**src/rtl/name_sequencer_pkg.sv**
```systemverilog
// rtl/name_sequencer_pkg.sv - shared state encoding and defaults for the name sequencer
package name_sequencer_pkg;

    // 2'd3 is unused and decodes back to ST_IDLE in the top.
    typedef enum logic [1:0] {
        ST_IDLE = 2'd0,
        ST_RUN  = 2'd1,
        ST_HOLD = 2'd2
    } state_t;

    localparam logic [3:0] DEF_BLANK_CODE = 4'hF;

endpackage

```
**src/rtl/step_debounce.sv**
```systemverilog
// rtl/step_debounce.sv - pushbutton synchroniser, stable-level filter and press pulse
module step_debounce #(
    parameter int DEB_CYC = 1_000_000
) (
    input  logic clk,
    input  logic resetn,
    input  logic btn_n,
    output logic press
);

    localparam int CW = $clog2(DEB_CYC);

    logic          r_sync1;
    logic          r_sync2;
    logic          r_level;
    logic [CW-1:0] r_cnt;
    logic          w_done;

    assign w_done = (r_cnt == CW'(DEB_CYC - 1));

    // Pulse is driven in the cycle before the filtered level commits low,
    // so the consumer sees it on the same edge that the level flips.
    assign press = r_level && !r_sync2 && w_done;

    always_ff @(posedge clk or negedge resetn) begin
        if (!resetn) begin
            r_sync1 <= 1'b1;
            r_sync2 <= 1'b1;
            r_level <= 1'b1;
            r_cnt   <= '0;
        end else begin
            r_sync1 <= btn_n;
            r_sync2 <= r_sync1;
            if (r_sync2 == r_level) begin
                r_cnt <= '0;
            end else if (w_done) begin
                r_level <= r_sync2;
                r_cnt   <= '0;
            end else begin
                r_cnt <= r_cnt + 1'b1;
            end
        end
    end

endmodule

```
**src/rtl/name_sequencer.sv**
```systemverilog
// rtl/name_sequencer.sv - steps a letter-code sequence automatically or by button press
module name_sequencer
    import name_sequencer_pkg::*;
#(
    parameter int               TICK_DIV   = 50_000_000,
    parameter int               DEB_CYC    = 1_000_000,
    parameter int               LEN        = 8,
    parameter logic [LEN*4-1:0] SEQ        = '0,
    parameter logic [3:0]       BLANK_CODE = DEF_BLANK_CODE
) (
    input  logic                   clk,
    input  logic                   resetn,
    input  logic                   run_en,
    input  logic                   step_n,
    input  logic                   dir,
    input  logic                   clr,
    output logic [3:0]             code,
    output logic [$clog2(LEN)-1:0] index,
    output logic                   wrap
);

    localparam int             IW   = $clog2(LEN);
    localparam int             PW   = $clog2(TICK_DIV);
    localparam logic [IW-1:0]  LAST = IW'(LEN - 1);

    state_t        r_state;
    logic [IW-1:0] r_index;
    logic [3:0]    r_code;
    logic          r_wrap;
    logic [PW-1:0] r_presc;

    state_t        w_nxt_state;
    logic [IW-1:0] w_nxt_index;
    logic [3:0]    w_nxt_code;
    logic          w_nxt_wrap;
    logic [PW-1:0] w_nxt_presc;
    logic          w_adv;
    logic          w_tick;
    logic          w_press;

    step_debounce #(
        .DEB_CYC (DEB_CYC)
    ) u_debounce (
        .clk    (clk),
        .resetn (resetn),
        .btn_n  (step_n),
        .press  (w_press)
    );

    assign w_tick = (r_presc == PW'(TICK_DIV - 1));

    always_ff @(posedge clk or negedge resetn) begin
        if (!resetn) begin
            r_state <= ST_IDLE;
        end else begin
            r_state <= w_nxt_state;
        end
    end

    // clr overrides everything; in IDLE run_en beats a simultaneous press.
    always_comb begin
        w_nxt_state = r_state;
        w_nxt_index = r_index;
        w_nxt_presc = r_presc;
        w_nxt_wrap  = 1'b0;
        w_adv       = 1'b0;
        if (clr) begin
            w_nxt_state = ST_IDLE;
            w_nxt_index = '0;
            w_nxt_presc = '0;
        end else begin
            case (r_state)
                ST_IDLE: begin
                    if (run_en) begin
                        w_nxt_state = ST_RUN;
                        w_nxt_index = '0;
                        w_nxt_presc = '0;
                    end else if (w_press) begin
                        w_nxt_state = ST_HOLD;
                        w_nxt_index = '0;
                    end
                end
                ST_RUN: begin
                    if (!run_en) begin
                        w_nxt_state = ST_HOLD;
                    end else if (w_tick) begin
                        w_nxt_presc = '0;
                        w_adv       = 1'b1;
                    end else begin
                        w_nxt_presc = r_presc + 1'b1;
                    end
                end
                ST_HOLD: begin
                    if (run_en) begin
                        w_nxt_state = ST_RUN;
                        w_nxt_presc = '0;
                    end else if (w_press) begin
                        w_adv = 1'b1;
                    end
                end
                default: begin
                    w_nxt_state = ST_IDLE;
                    w_nxt_index = '0;
                    w_nxt_presc = '0;
                end
            endcase
        end

        if (w_adv) begin
            if (dir) begin
                if (r_index == '0) begin
                    w_nxt_index = LAST;
                    w_nxt_wrap  = 1'b1;
                end else begin
                    w_nxt_index = r_index - 1'b1;
                end
            end else begin
                if (r_index == LAST) begin
                    w_nxt_index = '0;
                    w_nxt_wrap  = 1'b1;
                end else begin
                    w_nxt_index = r_index + 1'b1;
                end
            end
        end
    end

    assign w_nxt_code = (w_nxt_state == ST_IDLE) ? BLANK_CODE
                                                 : SEQ[{w_nxt_index, 2'b00} +: 4];

    always_ff @(posedge clk or negedge resetn) begin
        if (!resetn) begin
            r_index <= '0;
            r_code  <= BLANK_CODE;
            r_wrap  <= 1'b0;
            r_presc <= '0;
        end else begin
            r_index <= w_nxt_index;
            r_code  <= w_nxt_code;
            r_wrap  <= w_nxt_wrap;
            r_presc <= w_nxt_presc;
        end
    end

    assign code  = r_code;
    assign index = r_index;
    assign wrap  = r_wrap;

endmodule

```
**config.mk**
```make
export PLATFORM = sky130hd
export DESIGN_NAME = name_sequencer
export DESIGN_NICKNAME = d
export VERILOG_FILES = /design/src/rtl/name_sequencer_pkg.sv /design/src/rtl/step_debounce.sv /design/src/rtl/name_sequencer.sv
export SDC_FILE = /design/constraint.sdc
export NUM_CORES = 1
export LEC_CHECK = 0
export BUFFER_PORTS_ARGS = -buffer_cell sky130_fd_sc_hd__buf_4
export CAP_MARGIN = 20
export CORE_MARGIN = 2
export CORE_UTILIZATION = 61
export DETAILED_ROUTE_END_ITERATION = 10
export PLACE_DENSITY = 0.79
export SYNTH_ARGS = -nofsm -noshare
export SYNTH_HDL_FRONTEND = slang
export SYNTH_HIERARCHICAL = 1
export SYNTH_SLANG_ARGS = --single-unit
```
**constraint.sdc**
```tcl
create_clock -name clk -period 2.7 [get_ports clk]
set_input_delay 0 -clock clk [delete_from_list [all_inputs] [get_ports clk]]
set_output_delay 0 -clock clk [all_outputs]
set_load 0.01 [all_outputs]
```
Yosys cells after proc, flatten, opt, wreduce, memory -nomap -nowiden:

Index checks and enable logic that the tools add are counted.

* eq/ne operators: 8
* multiplexer cells: 32
* divide/modulo/power cells: 0
* multiply operators: 0
* $lt $le $gt $ge: 0
* bitwise gates (word level): 1
* shift-type cells: 1
* $add $sub $neg: 4
* reductions and logical operators: 10

Operators by type and width (count)
* 2-to-1 mux 26 bit: 4
* one-hot mux 26 bit (2 select lines): 1
* 2-to-1 mux 20 bit: 2
* indexed part select 32 x 6 -> 4 bit, first input constant: 1
* adder 26 x 1 -> 26 bit, second input constant: 1
* == test 26 bit, second input constant: 1
* 2-to-1 mux 3 bit: 7
* adder 20 x 1 -> 20 bit, second input constant: 1
* == test 20 bit, second input constant: 1
* 2-to-1 mux 2 bit: 5
* 2-to-1 mux 1 bit: 9
* one-hot mux 2 bit (3 select lines): 1
* one-hot mux 3 bit (2 select lines): 1
* logical NOT 2 bit: 2
* 2-to-1 mux 4 bit: 1
* AND reduction 2 bit: 2
* OR reduction 2 bit: 2
* adder 3 x 1 -> 3 bit, second input constant: 1
* == test 3 bit, second input constant: 1
* logical NOT 3 bit: 1
* != test 3 x 1 -> 1 bit, second input constant: 1
* != test 3 bit, second input constant: 1
* subtractor 3 x 1 -> 3 bit, second input constant: 1
* == test 2 x 1 -> 1 bit, second input constant: 1
* other kinds (6): 7

* word-level logic and storage cells: 65
* memory bits (writable): 0
* bits in read-only memories: 0
* output and inout port bits: 8
* register bits after elaboration: 59
* input bits: 6
* bits in latches: 0
* memories: 0

Logic depth before layout (Yosys ltp):

Gate-level depths: netlist (run 1).

* word-level depth: 10
* gate-level depth with buffers: 10
* mapped depth without buffers: 10

Hierarchy:

The synthesis (run 1) kept the hierarchy.

By module, submodules not included
* name_sequencer: seq. area each 827.0 µm², instances 1, area each 1996.9 µm², cells an instance 222
* step_debounce: seq. area each 579.3 µm², instances 1, area each 1152.4 µm², cells an instance 109

Worst setup path before layout (run 1):

No wires, ideal clock.

* path type: flip-flop to flip-flop
* from: register u_debounce.r_cnt[0]
* to: register r_code[2] (netlist: code[2])
* path slack: 443 ps
* setup time: 94 ps
* data required time: 2606 ps
* period minus slack after synthesis: 2257 ps
* path buffers: 0
* data arrival time: 2163 ps
* stages on the path, launching flop included: 11
* path through: dfrtp_1 -> ha_1 -> nand2_1 -> or4_4 -> nor2_1 -> and2_1 -> inv_1 -> a21oi_1 -> nor2_1 -> a2111oi_0 -> nor2_1

* elaborated cells on any way between the ends: 18
* those cells by class: eq/ne (1); shift (1); mux (14); reduce/logical (2)

RTL lines
* from (decl): line step_debounce.sv:16 `logic [CW-1:0] r_cnt;`
* from (signal assigned): line step_debounce.sv:40 `r_cnt <= r_cnt + 1'b1;`
* == test 20 bit: line step_debounce.sv:19 `assign w_done = (r_cnt == CW'(DEB_CYC - 1));`
* logical AND 1 bit: line step_debounce.sv:23 `assign press = r_level && !r_sync2 && w_done;`
* via w_press: line name_sequencer.sv:39 `logic w_press;`
* 2-to-1 mux 2 bit: line name_sequencer.sv:78 `end else if (w_press) begin`
* 2-to-1 mux 2 bit: line name_sequencer.sv:74 `if (run_en) begin`
* one-hot mux 2 bit (3 select lines): line name_sequencer.sv:72 `case (r_state)`
* 2-to-1 mux 2 bit: line name_sequencer.sv:67 `if (clr) begin`
* via w_nxt_state[1]: line name_sequencer.sv:32 `state_t w_nxt_state;`
* logical NOT 2 bit: line name_sequencer.sv:128 `assign w_nxt_code = (w_nxt_state == ST_IDLE) ? BLANK_CODE`
* 2-to-1 mux 4 bit: line name_sequencer.sv:128
* to (signal assigned): line name_sequencer.sv:139 `r_code <= w_nxt_code;`
* to (decl): line name_sequencer.sv:28 `logic [3:0] r_code;`

The timed path passes the listed nets, and every way through them passes these cells.
A chain may end at the register's enable or synchronous reset.

Final worst setup path (run 1):

* from: register u_debounce.r_cnt[0]
* to: register r_index[0] (netlist: index[0])

* cells in the longest elaborated chain, start to end: 7
* elaborated cells on any way between the ends: 11
* those cells by class: eq/ne (1); mux (9); reduce/logical (1)

Ends and longest elaborated chain
* == test 20 bit *: line step_debounce.sv:19
* logical AND 1 bit *: line step_debounce.sv:23
* via w_press: line name_sequencer.sv:39
* 2-to-1 mux 3 bit or 2-to-1 mux 1 bit (tied branches): line name_sequencer.sv:78, name_sequencer.sv:97
* 2-to-1 mux 3 bit or 2-to-1 mux 1 bit (tied branches): line name_sequencer.sv:74, name_sequencer.sv:94
* one-hot mux 3 bit (2 select lines) or one-hot mux 1 bit (2 select lines) (tied branches): line name_sequencer.sv:72
* 2-to-1 mux 3 bit or 2-to-1 mux 1 bit (tied branches): line name_sequencer.sv:67
* 2-to-1 mux 3 bit *: line name_sequencer.sv:109 `if (w_adv) begin`
* via w_nxt_index[0]: line name_sequencer.sv:33 `logic [IW-1:0] w_nxt_index;`
* to (signal assigned): line name_sequencer.sv:138 `r_index <= w_nxt_index;`
* to (decl): line name_sequencer.sv:27 `logic [IW-1:0] r_index;`

Mark *: on every way through the listed nets, which the timed path passes. The rest lies on a longest branch.

==> key figures, run 1 <==
Outcome
  • Status: finished, final reports clean

Layout
  • Area grow syn2layout: 9.734%
  • Fraction of layout cells with a size suffix above 1: 11.75%
  • Most frequent cells in the layout: 52 x dfrtp_1, 42 x nor2_1, 26 x nand2_1, 20 x a21oi_1
  • Finished Cell Area: 3456 µm²
  • Most common cell after layout, fill and taps aside: dfrtp_1
  • Net count, final: 365
  • ANT cells: 0

Timing
  • Fin crit period: 2.379 ns
  • Final Hold Vio Count: 0
  • Worst slew pin tran: 0.8417 ns
  • Setup TNS: 0 ns
  • Worst Skew: 0.005294 ns
  • Fin. max-slew vios: 0
  • Achievable Freq: 420.4 MHz
  • Final Setup Violations: 0
  • Final WS setup: 0.3215 ns
  • Relative slew margins: 43.45%
  • Final period util: 88.09%
  • RSZ-0062 raised after global routing: no

Placed design
  • Number of I/O port buffers: 13
  • Routability cong.: 0.8476
  • Placed Area: 3298 µm²
  • Placement Setup Slack: 0.1593 ns
  • Post-DP HPWL: 4284 µm

Logic synthesis
  • Asr flop ratio synth: 100.0%
  • Mapped Cells: 331
  • Share of Yosys cell area claimed by the top area cell type: 41.32%
  • Synthesized area per cell: 9.514 µm²
  • Yosys cell types: 48
  • Post-Syn Area: 3149 µm²
  • Syn_nets: 348
  • Synth top area cells: dfrtp_1 41%, nor2_1 5.0%, xor2_1 4.7%
  • Post-synth top area cell: dfrtp_1
  • Sequential area share after synthesis: 44.66%
  • Syn. warnings: 6
  • Predominant post-synthesis flop cell: dfrtp_1
  • Seq cells post-synth: 56
  • Post-synth EDFFs: 0

Drt
  • Routed wire per std cell: 14.28 µm
  • DR vias/cell: 5.840
  • Drc violations: 0
  • Via count: 2447
  • DRT Wirelength: 5983 µm
  • Antenna-violating nets left: 0
  • Starting DRC count in detailed routing: 219
  • DR pass1 iterations: 4

Clock network
  • Clock slew at reported path FFs: 0.09 ns
  • Clock Tree Root: clkbuf_8
  • Skew-Pair Late Insertion Delay: 0.31 ns
  • H-tree depth: 2
  • CTS Sinks: 56
  • CTS max path bufs: 2
  • Post-CTS setup buffers: 0
  • Num CTS Buffers: 5
  • TritonCTS clock tree: built

Worst setup path
  • Crit path kind: reg2reg
  • Crit path max-delay family: simple AND/OR/NAND/NOR gates
  • CP max FO: 4
  • Crit-path cells: ha_1 > nand2_1 > or4_4 > nor2_1 > and2_1 > nand3b_1 > a21oi_1 > mux2i_1
  • CP required: 2.93 ns
  • Critical path arrival: 2.61 ns
  • CP max stage delay: 0.55 ns
  • Worst setup SP type: register
  • WP buf/inv: 0
  • CP max stage cell: or4_4
  • Endpoint type of the worst setup path: register
  • CP Depth: 8
  • Worst R2R Path Depth: 8

Die
  • Die Area: 5753 µm²
  • Row Count: 26
  • CORE AREA: 5042 µm²
  • Die Ht: 75.85 µm
  • Die X: 75.85 µm
  • Top-Level Pins: 14
  • Initial Utilization: 62.46%

Min path
  • Worst min-delay path category: in2reg
  • Worst hold stages: 3

Global routing
  • GRT Overall Usage: 22.78%
  • First-pass GRT wire length: 9977 µm
  • Grt total ovfl: 0
  • Largest net degree at the start of global routing: 57
  • Initial antenna violation count: 0
  • Vias in the first global route: 2254

Pwr
  • Power per standard cell area: 447.4 nW/µm²
  • Max VDD drop: 0.2819 mV
  • Static leakage: 1.358 nW

Job
  • Max_cap viols: 0
[registers in the layout, summed over array words and instances, names as in the netlist]
| signal | cells |
|---|---|
| u_debounce/r_cnt | 20 |
| code | 1 |
| wrap | 1 |
| u_debounce/r_sync1 | 1 |
| u_debounce/r_sync2 | 1 |
| r_state | 2 |
| r_presc | 26 |
| u_debounce/r_level | 1 |
| index | 3 |
[layer usage]
metal	up-vias	global-route usage [%]	routed length, µm
li1	1213	-	-
met1	1178	28.43	2661
met2	42	39.37	3040
met3	14	4.497	162
met4	0	7.797	118
met5	-	0	0
[power by group]
group          total [mW]  switching [mW]  internal (mW)  leakage [nW]
Clock               0.537           0.263          0.275        0.0541
Sequential          0.865          0.0126          0.852         0.765
Combinational       0.144          0.0888         0.0550         0.540
[metrics by stage]
stage / instances / hold WS, ns / util (%) / total power [mW]
after floorplan: 331 / -0.2956 / - / 0.9735
after global placement: 407 / 0.08489 / 65.41 / 1.018
after global routing: 419 / 0.04643 / 68.54 / 1.615
final: 419 / 0.02017 / 68.54 / 1.546
after detailed placement: 407 / 0.08400 / 65.41 / 1.020
after CTS: 419 / 0.009878 / 68.41 / 1.563
[worst paths after layout]
path | start | endpoint | slack [ns]
max reg2reg | u_debounce/r_cnt[0] | index[0] | 0.32
min in group asynchronous | resetn | r_presc[2] | 0.27
max | u_debounce/r_cnt[0] | index[0] | 0.32
max in group asynchronous | resetn | index[2] | 1.99
min reg2reg | u_debounce/r_sync1 | u_debounce/r_sync2 | 0.37
min | dir | index[1] | 0.02
[tightest hold or removal path: cells and delay by family]
family,cells,cell delay [ns]
buffers and inverters,1,0.11
xor gates and xnor gates,1,0.11
muxes,1,0.07
[synthesized netlist by cell type (all sizes together) (7+ instances only)]
library cell / instances
xor2: 17
a21oi: 20
xnor2: 13
inv: 11
nand2: 26
dfrtp: 52
nor4: 10
nor2: 42
ha: 11
nand3b: 7
nand4: 14
buf: 7
nand3: 17
nor3: 13
[timing repair]
action,4_1_cts,5_1_grt
hold buffers,4,0
endpoints found under the hold margin,57,0
setup endpoints to repair,0,2
gates resized for setup,0,2
[final cells by class]
cell class                      count  area (µm²)
Multi-Input combinational cell    253        1642
Timing Repair Buffer               21       167.7
Sequential cell                    56        1406
Clock buffer                        5       68.82
Fill cell                         403        1587
Clock inverter                      3       42.54
Inverter                           11       41.29
Tap cell                           70       87.58
[logic make-up (layout without fill, tap and decap cells)]
| family | after synthesis | in the layout | synth area share (%) |
|---|---|---|---|
| muxes | 6 | 6 | 1.947 |
| adders and majority gates | 11 | 11 | 4.370 |
| buffers and inverters | 22 | 40 | 3.417 |
| DFF | 56 | 56 | 44.66 |
| and+or+nand+nor | 161 | 161 | 28.01 |
| xor gates and xnor gates | 30 | 30 | 8.343 |
| AOI/OAI and AO/OA | 45 | 45 | 9.257 |
Power figures use the tool's default switching activity.
==> run 2: changes to the inputs <==
- MAX_ROUTING_LAYER: default -> met4
==> run 2 against run 1 <==
Worst hold slack improved by 0.0013 ns. Sequential power barely moved. Count of clock-buffer cells in the layout did not move. Critical endpoint unchanged.
==> key figures, run 2 (synthesis gave the netlist of run 1 again) <==
Min path
  • Worst min-delay path category: in2reg (unchanged)
  • Worst Hold Launch: dir (unchanged)

Clock network
  • Post-CTS setup buffers: 0 (unchanged)
  • CTS max path bufs: 2 (unchanged)
  • CTS Sinks: 56 (unchanged)
  • H-tree depth: 2 (unchanged)
  • TritonCTS clock tree: built (unchanged)
  • Skew-Pair Late Insertion Delay: 0.31 ns (about the same)
  • Clock Tree Root: clkbuf_8 (unchanged)
  • Num CTS Buffers: 5 (unchanged)
  • Clock slew at reported path FFs: 0.09 ns (about the same)

Die
  • Row Count: 26 (unchanged)
  • Die Ht: 75.85 µm (unchanged)
  • CORE AREA: 5042 µm² (unchanged)
  • Die X: 75.85 µm (unchanged)
  • Top-Level Pins: 14 (unchanged)
  • Die Area: 5753 µm² (unchanged)
  • Initial Utilization: 62.46% (unchanged)

Worst setup path
  • Critical Path Start: u_debounce/r_cnt[0] (unchanged)
  • Endpoint type of the worst setup path: register (unchanged)
  • Worst setup SP type: register (unchanged)
  • CP required: 2.93 ns (about the same)
  • Reg2Reg Launch Point: u_debounce/r_cnt[0] (unchanged)
  • CP max FO: 4 (unchanged)
  • Critical path arrival: 2.61 ns (about the same)
  • Crit path kind: reg2reg (unchanged)

Layout
  • Most common cell after layout, fill and taps aside: dfrtp_1 (unchanged)
  • Post-layout util: 68.54% (unchanged)
  • Final-layout fill cell count: 403 (unchanged)
  • ANT cells: 0 (unchanged)
  • Area grow syn2layout: 9.734% (unchanged)
  • Post-Layout Cell Count: 419 (unchanged)
  • Net count, final: 365 (unchanged)
  • Max reg flops: 26 (unchanged)
  • Fraction of layout cells with a size suffix above 1: 11.75% (unchanged)
  • Most frequent cells in the layout: 52 x dfrtp_1, 42 x nor2_1, 26 x nand2_1, 20 x a21oi_1 (unchanged)
  • Largest Register: r_presc (unchanged)

Timing
  • Final period util: 88.11% (was 88.09%)
  • RSZ-0062 raised after global routing: no (unchanged)
  • Worst slew pin tran: 0.8285 ns (was 0.8417 ns)
  • Relative slew margins: 44.34% (was 43.45%)
  • Final Setup Violations: 0 (unchanged)
  • Fin crit period: 2.379 ns (about the same)
  • Final Hold Vio Count: 0 (unchanged)
  • Achievable Freq: 420.3 MHz (was 420.4 MHz)
  • Setup TNS: 0 ns (unchanged)
  • Hold slack final: 0.02150 ns (was 0.02017 ns)
  • Worst Skew: 0.005143 ns (was 0.005294 ns)
  • Fin. max-slew vios: 0 (unchanged)

Drt
  • DR vias/cell: 5.833 (was 5.840)
  • DR pass1 iterations: 4 (unchanged)
  • Starting DRC count in detailed routing: 194 (was 219)
  • Via count: 2444 (was 2447)
  • Drc violations: 0 (unchanged)
  • DRT Wirelength: 5970 µm (was 5983 µm)
  • Routed wire per std cell: 14.25 µm (was 14.28 µm)
  • Antenna-violating nets left: 0 (unchanged)

Outcome
  • Status: finished, final reports clean (unchanged)

Global routing
  • Initial antenna violation count: 0 (unchanged)
  • Vias in the first global route: 2254 (unchanged)
  • Grt total ovfl: 0 (unchanged)
  • Largest net degree at the start of global routing: 57 (unchanged)
  • First-pass GRT wire length: 9991 µm (was 9977 µm)
  • GRT Overall Usage: 23.51% (was 22.78%)

Placed design
  • Placed cells: 407 (unchanged)
  • Number of I/O port buffers: 13 (unchanged)
  • Post-DP HPWL: 4284 µm (unchanged)
  • Routability cong.: 0.8610 (was 0.8476)

Pwr
  • Max VDD drop: 0.2816 mV (was 0.2819 mV)
  • Static leakage: 1.358 nW (unchanged)
  • Power per standard cell area: 447.0 nW/µm² (was 447.4 nW/µm²)
  • Total power: 1.545 mW (was 1.546 mW)

Job
  • Max_cap viols: 0 (unchanged)
[run 2: cell counts in the layout (fill, tap and decap cells not counted)]
No cell type changed its count.
[run 2: report_power, final]
part,internal [mW],leakage (nW),switching [mW]
Clock,0.275,0.0541,0.262
Sequential,0.852,0.765,0.0126
Combinational,0.0550,0.540,0.0885
[run 2: final cells by class]
cell class                 instances  area (µm²)  share of cell area, %
tap                               70       87.58                  2.534
clock buffer                       5       68.82                  1.991
clock inverter                     3       42.54                  1.231
sequential                        56        1406                  40.70
timing repair buffer              21       167.7                  4.852
inverter                          11       41.29                  1.195
multi-input combinational        253        1642                  47.50
[run 2: what timing repair did]
action,in CTS,in global routing
hold endpoints to repair,57,0
endpoints found under the setup margin,0,2
gates resized for setup,0,2
hold buffers,4,0
[run 2: worst paths after layout]
check                      cells after the start  slack (ns)                  to
setup reg to reg                               8        0.32            index[0]
max in group asynchronous                      2        2.00            index[2]
min in group asynchronous                      2        0.27          r_presc[2]
hold / removal                                 3        0.02            index[1]
hold reg to reg                                0        0.37  u_debounce/r_sync2
setup / recovery                               8        0.32            index[0]
[run 2: per-layer routing]
metal	GRT usage [%]	vias to the layer above	share of wire, %
met5	-	-	0
met4	7.797	0	1.9
met3	4.497	14	2.8
met2	39.27	42	51
met1	28.60	1173	44
li1	-	1215	-
[run 2: worst max-delay path: stages (launching register included)]
cell and delay, ns:
dfrtp_1 0.39, ha_1 0.24, nand2_1 0.10, or4_4 0.55, nor2_1 0.13, and2_1 0.17, nand3b_1 0.09, a21oi_1 0.38
mux2i_1 0.25
[run 2: metrics by stage]
| stage | cell area, µm² | worst slack (ns) |
|---|---|---|
| 5_1_grt | 3456 | 0.03418 |
| 2_1_floorplan | 3149 | 0.4432 |
| 6_report | 3456 | 0.3209 |
| 3_3_place_gp | 3298 | 0.2867 |
| 4_1_cts | 3450 | 0.1929 |
| 3_5_place_dp | 3298 | 0.1593 |
